`config.mk`:
```
export PLATFORM = sky130hd
export DESIGN_NAME = ib_vnu_lut_loader
export DESIGN_NICKNAME = d
export VERILOG_FILES = /design/src/rtl/ib_vnu_lut_loader.sv
export SDC_FILE = /design/constraint.sdc
export NUM_CORES = 1
export LEC_CHECK = 0
export BUFFER_PORTS_ARGS = -buffer_cell sky130_fd_sc_hd__buf_4
export CORE_MARGIN = 10
export CORE_UTILIZATION = 40
export CTS_CLUSTER_DIAMETER = 30
export DETAILED_ROUTE_END_ITERATION = 6
export GPL_ROUTABILITY_DRIVEN = 0
export PLACE_DENSITY = 0.72
export SLEW_MARGIN = 40
export SYNTH_ARGS = -nofsm -noshare
export SYNTH_HDL_FRONTEND = slang
export SYNTH_SLANG_ARGS = --single-unit
```
`constraint.sdc`:
```
create_clock -name write_clk -period 1.3 [get_ports write_clk]
set_input_delay 0 -clock write_clk [delete_from_list [all_inputs] [get_ports write_clk]]
set_output_delay 0 -clock write_clk [all_outputs]
set_load 0.02 [all_outputs]
```
`src/rtl/ib_vnu_lut_loader.sv`:
```
// IB-VNU LUT loader: takes a stream of iteration-update LUT entry pairs from
// an upstream source and writes them into both replicates of the LUT RAM.
// One load writes every page of one multi-frame half, in page order.
module ib_vnu_lut_loader #(
    parameter int QUAN_SIZE     = 3,
    parameter int ENTRY_ADDR    = 2*QUAN_SIZE-1,
    parameter int LUT_PORT_SIZE = 3,
    parameter int BANK_NUM      = 1,
    parameter int ITER_WIDTH    = 4
) (
    input  logic                              write_clk,
    input  logic                              rstn,
    input  logic                              load_start,
    input  logic                              load_frame,
    input  logic                              in_valid,
    output logic                              in_ready,
    input  logic [LUT_PORT_SIZE*BANK_NUM-1:0] in_data_0,
    input  logic [LUT_PORT_SIZE*BANK_NUM-1:0] in_data_1,
    output logic [ENTRY_ADDR-1:0]             page_addr_ram_replicate_0,
    output logic [ENTRY_ADDR-1:0]             page_addr_ram_replicate_1,
    output logic [LUT_PORT_SIZE*BANK_NUM-1:0] ram_write_data_0,
    output logic [LUT_PORT_SIZE*BANK_NUM-1:0] ram_write_data_1,
    output logic                              ib_ram_we,
    output logic                              load_busy,
    output logic                              load_done,
    output logic [ITER_WIDTH-1:0]             iter_cnt
);

    localparam int PG_W = ENTRY_ADDR - 1;
    localparam int DW   = LUT_PORT_SIZE * BANK_NUM;

    localparam logic [PG_W-1:0]       PG_LAST  = '1;
    localparam logic [PG_W-1:0]       PG_ONE   = PG_W'(1);
    localparam logic [ITER_WIDTH-1:0] ITER_ONE = ITER_WIDTH'(1);

    typedef enum logic [1:0] {
        IDLE = 2'd0,
        LOAD = 2'd1,
        DONE = 2'd2
    } state_t;

    state_t state, state_nxt;

    logic                  fr;
    logic [PG_W-1:0]       pg;
    logic                  accept;
    logic                  last_accept;
    logic [ITER_WIDTH-1:0] iter_q;

    logic                  vld_p1;
    logic [ENTRY_ADDR-1:0] addr_p1;
    logic [DW-1:0]         data_0_p1;
    logic [DW-1:0]         data_1_p1;

    assign accept      = in_valid & in_ready;
    assign last_accept = accept && (pg == PG_LAST);

    // State register; reset drops straight back to IDLE
    always_ff @(posedge write_clk or negedge rstn) begin
        if (!rstn) begin
            state <= IDLE;
        end else begin
            state <= state_nxt;
        end
    end

    // Next-state and state-decoded handshake/status outputs
    always_comb begin
        state_nxt = state;
        in_ready  = 1'b0;
        load_busy = 1'b0;
        load_done = 1'b0;
        case (state)
            IDLE: begin
                if (load_start) begin
                    state_nxt = LOAD;
                end
            end
            LOAD: begin
                in_ready  = 1'b1;
                load_busy = 1'b1;
                if (in_valid && (pg == PG_LAST)) begin
                    state_nxt = DONE;
                end
            end
            DONE: begin
                // This cycle also carries the write of the final page.
                load_done = 1'b1;
                state_nxt = IDLE;
            end
            default: begin
                state_nxt = IDLE;
            end
        endcase
    end

    // Frame latch, page counter and completed-load counter
    always_ff @(posedge write_clk or negedge rstn) begin
        if (!rstn) begin
            fr     <= 1'b0;
            pg     <= '0;
            iter_q <= '0;
        end else begin
            if ((state == IDLE) && load_start) begin
                fr <= load_frame;
                pg <= '0;
            end else if (accept) begin
                // Natural wrap returns pg to 0 after the last page.
                pg <= pg + PG_ONE;
            end
            if (last_accept) begin
                iter_q <= iter_q + ITER_ONE;
            end
        end
    end

    // ---- stage p1: write presented one cycle after the accept ----
    // Address and data only move on an accept so they hold between writes
    always_ff @(posedge write_clk or negedge rstn) begin
        if (!rstn) begin
            vld_p1    <= 1'b0;
            addr_p1   <= '0;
            data_0_p1 <= '0;
            data_1_p1 <= '0;
        end else begin
            vld_p1 <= accept;
            if (accept) begin
                addr_p1   <= {fr, pg};
                data_0_p1 <= in_data_0;
                data_1_p1 <= in_data_1;
            end
        end
    end

    assign ib_ram_we                 = vld_p1;
    assign page_addr_ram_replicate_0 = addr_p1;
    assign page_addr_ram_replicate_1 = addr_p1;
    assign ram_write_data_0          = data_0_p1;
    assign ram_write_data_1          = data_1_p1;
    assign iter_cnt                  = iter_q;

endmodule

```
# == After elaboration in Yosys (flattened, before gate mapping) ==
# Index checks and enable logic that the tools add are counted.
# totals
register_bits,23
inputBits,11
output_inout_bits,24
# classes
addsub,2
n_eq_ne,5
n_mux,7
n_bitwise,1
n_reduce_logical,6
# op_table
cell,count
adder 4 x 1 -> 4 bit (second input constant),2
two-way mux 4 bit,2
equality test 4 bit (second input constant),1
two-way mux 2 bit,2
!= test 2 bit (second input constant),2
one-hot mux 2 bit (2 select lines),1
logical AND 1 bit,3
equality test 2 x 1 -> 1 bit (second input constant),1
equality test 2 bit (second input constant),1
logical NOT 2 bit,1
two-way mux 1 bit,2
AND reduction 2 bit,1
nonzero test 2 bit,1
bitwise AND 1 bit,1

# == Longest topological paths before layout ==
# logic_depth
depth_word,5
ltp_mapped,4
mapped_depth_nobuf,4

# == Worst setup path after synthesis ==
# Ideal clock, no wire load.
# synth_timing
path_kind,register -> register
startpoint,reg pg[0]
endpoint,"reg iter_q[1], in the netlist iter_cnt[1]"
arrival_ns,1.206
required_ns,1.172
path_slack_ns,-0.034
stages_incl_launch_ff,5
path_buffers,0
synth_period_minus_slack_ns,1.334
cell_sequence,dfrtp_1 > ha_1 > nand4_1 > nor2_1 > mux2_1
# synth_via
elab_chain_cells,2
# synth_lines
item,line_no,text
"start, declared",45,logic [PG_W-1:0] pg;
"start signal, assigned",109,pg <= pg + PG_ONE;
equality test 4 bit,56,assign last_accept = accept && (pg == PG_LAST);
logical AND 1 bit,56,
"end signal, assigned",112,iter_q <= iter_q + ITER_ONE;
"end, declared",48,logic [ITER_WIDTH-1:0] iter_q;
# Every way passes these cells.
# A chain may end at the register's enable or synchronous reset.

# == Worst setup path after layout ==
# layout_timing
startpoint,reg pg[1]
endpoint,"reg iter_q[1], in the netlist iter_cnt[1]"
# Same word-level chain as after synthesis.

==> run summary <==
Post-synthesis sequential area ratio = 0.592
Synth top area cells = dfrtp_1 59%, mux2_1 8.1%, mux2_2 6.9%
Die width = 69.3 um
Synthesized cell area = 972 um^2
Clock network power share = 0.107
Layout cells sized above 1 = 0.508
Number of routed nets with antenna violations = 0
Min cycle time layout = 1370 ps
Fmax = 730 MHz
Yosys warnings = 0
Worst path required time = 1500 ps
Async set-reset flop share out of synthesis = 1.00
Fill cell count = 195
Initial drt markers = 12
Ys flop type = dfrtp_1
Area leader, netlist = dfrtp_1
DR DRC count = 0
Top-count cell post-synth = dfrtp_1
Synth Area in Adders = 0.0257
Final period util = 1.05
Sequential power share = 0.391
Clk sinks = 23
Avg WL per Cell = 14.4 um
Sw Pwr = 0.00110 W
Post-synth cell types = 22
Worst Setup End Kind = flop
Crit path DAT = 1570 ps
Worst-case clock buffer depth = 2
Via density = 4.87
Total number of vias = 740
Worst Setup Path Type = flop to flop
Synth Area in Compound Gates = 0.0232
Leak = 0.725 nW
Fin. Hold Viols = 0
Synth Area in XOR/XNOR = 0.0450
CTS clock-pin slew for the worst setup and hold paths = 120 ps
Setup crit start kind = flop
Die Y = 69.3 um
Fin. max-slew vios = 0
Switching share of power = 0.378
I/O Pins = 35
First-pass GRT wire length = 3.55 mm
H-tree depth = 1
Comb power frac = 0.502
Failing checks = setup timing
GR Util All Layers = 0.0870
Diodes inserted = 0
Register area = 577 um^2
DP HPWL = 1.63 mm
Int Pwr = 0.00181 W
Worst vdd ir = 1300 uV
Crit-path max FO = 4
Initial core utilization = 0.431
Root buffer cell = clkbuf_4
Post-DP Area = 1270 um^2
Area occupied by multi-input gates = 365 um^2
Pre-Repair DR Iteration Count = 4
CTS buffer count = 3
Count of flip-flops with a built-in enable after synthesis = 0
CTS tree = done
GRT overflow = 0
Pin count of the biggest net entering global routing = 24
Main combinational cell family by area after synthesis = multiplexers
Die area = 4800 um^2
Vias in the first global route = 743
Max Cap Viol = 0
Port bufs = 34
Layout area overhead = 49.3%
Worst hold path class = input port to async pin
Worst hold slack = 115 ps
Core area = 2250 um^2
Post-synthesis register bit count = 23
Nets = 138
Worst Skew = 2.49 ps
Synthesized instance count = 73
Final WS setup = -70.4 ps
Mux share of post-synthesis cell area = 0.151
Post-Synth Simple-Gate Area = 0.100
Clock latency on the worst-skew pair = 300 ps
Post-Syn Nets = 86
Outcome = complete, but fails checks
Final TNS setup = -70.4 ps
Design Area, Final = 1450 um^2
Final Setup Violations = 1
RSZ-0062 raised after global routing = true
Most common library cells after synthesis = 23 x dfrtp_1, 7 x mux2_1, 6 x buf_4, 6 x mux2_2, 5 x xor2_1
Syn_area_per_cell = 13.3 um^2
PD cells = 2000 nW/um^2
Worst rel slew slack = 0.806
Flop2flop setup slack = -70 ps
Worst slew pin tran = 292 ps
Wirelength, routed = 2.19 mm
FP Rows = 17
Antenna violations before repair = 0
Synth top area share = 0.592
==> power groups by stage <==
stage               registers, W  logic [W]  clock network (W)
floorplan                0.00132   0.000647                  0
global placement         0.00113    0.00135                  0
detailed placement       0.00114    0.00137                  0
CTS                      0.00112    0.00140           0.000329
global route             0.00118    0.00157           0.000361
finish                   0.00114    0.00146           0.000310
==> sequential cells by signal, indices dropped and copies added (netlist names) <==
signal / flops
fr: 1
ram_write_data_1: 3
ib_ram_we: 1
iter_cnt: 4
pg: 4
page_addr_ram_replicate_0: 5
state: 2
ram_write_data_0: 3
==> stage by stage <==
| stage | instances | power, W | util | setup WS, ps |
|---|---|---|---|---|
| 2_1_floorplan | 73 | 0.00197 | - | -4.58 |
| 3_3_place_gp | 135 | 0.00247 | 0.562 | 40.3 |
| 3_5_place_dp | 135 | 0.00251 | 0.562 | -6.85 |
| 4_1_cts | 149 | 0.00285 | 0.618 | -17.7 |
| 5_1_grt | 152 | 0.00311 | 0.644 | -142 |
| 6_report | 152 | 0.00291 | 0.644 | -70.4 |
==> cell usage in the layout, fill, tap and decap left out, drive strengths merged, types with 3 or more instances in the layout <==
| cell type | Yosys | final |
|---|---|---|
| buf | 7 | 45 |
| clkbuf | 0 | 3 |
| dfrtp | 23 | 23 |
| dlygate4sd3 | 0 | 9 |
| inv | 3 | 3 |
| mux2 | 13 | 13 |
| nand3 | 3 | 3 |
| nor2 | 3 | 3 |
| xor2 | 5 | 5 |
==> logic make-up (layout without fill, tap and decap cells) <==
| kind of cell | count (synthesis) | count (layout) |
|---|---|---|
| buffers and inverters | 10 | 61 |
| multiplexers | 13 | 13 |
| AND/OR/NAND/NOR | 16 | 16 |
| XOR/XNOR | 5 | 5 |
| flip-flops | 23 | 23 |
| AO/OA/AOI/OAI | 4 | 4 |
| adder cells (fa/ha/maj) | 2 | 2 |
==> critical path, cell delays in order, from the launching register on <==
cell	delay (ps)
dfrtp_1	380
ha_2	190
nand4_1	180
nor2_2	210
mux2_4	310
==> cell type report <==
class | instances | area share
Sequential cell | 23 | 0.397
Clock buffer | 3 | 0.0155
Multi-Input combinational cell | 40 | 0.252
Clock inverter | 1 | 0.00345
Inverter | 3 | 0.00776
Tap cell | 28 | 0.0241
Timing Repair Buffer | 54 | 0.300
==> routing by layer <==
layer | part of all wire | wire length, um | vias to the layer above | global-route usage
met5 | 0 | 0 | - | 0
met1 | 0.42 | 909 | 364 | 0.101
met3 | 0.067 | 147 | 4 | 0.0342
li1 | - | - | 351 | -
met4 | 0.014 | 31 | 0 | 0.0399
met2 | 0.50 | 1100 | 21 | 0.137
==> repair_timing <==
item                                    4_1_cts  5_1_grt
endpoints found under the hold margin        31        0
hold buffers                                  9        0
gates resized for setup                       0       10
pin swaps                                     1        3
setup buffers                                 1        3
endpoints found under the setup margin        7       13
==> final timing paths <==
kind,startpoint,to,cells after the start
max in group asynchronous,rstn,state[0]$_DFFE_PN0P_,2
min in group write_clk,load_start,fr$_DFFE_PN0P_,3
max reg2reg,pg[1]$_DFFE_PN0P_,iter_cnt[1]$_DFFE_PN0P_,4
min,rstn,ram_write_data_0[2]$_DFFE_PN0P_,2
min reg2reg,iter_cnt[3]$_DFFE_PN0P_,iter_cnt[3]$_DFFE_PN0P_,1
max,pg[1]$_DFFE_PN0P_,iter_cnt[1]$_DFFE_PN0P_,4
Note: power is estimated with default switching activity, not from simulation.
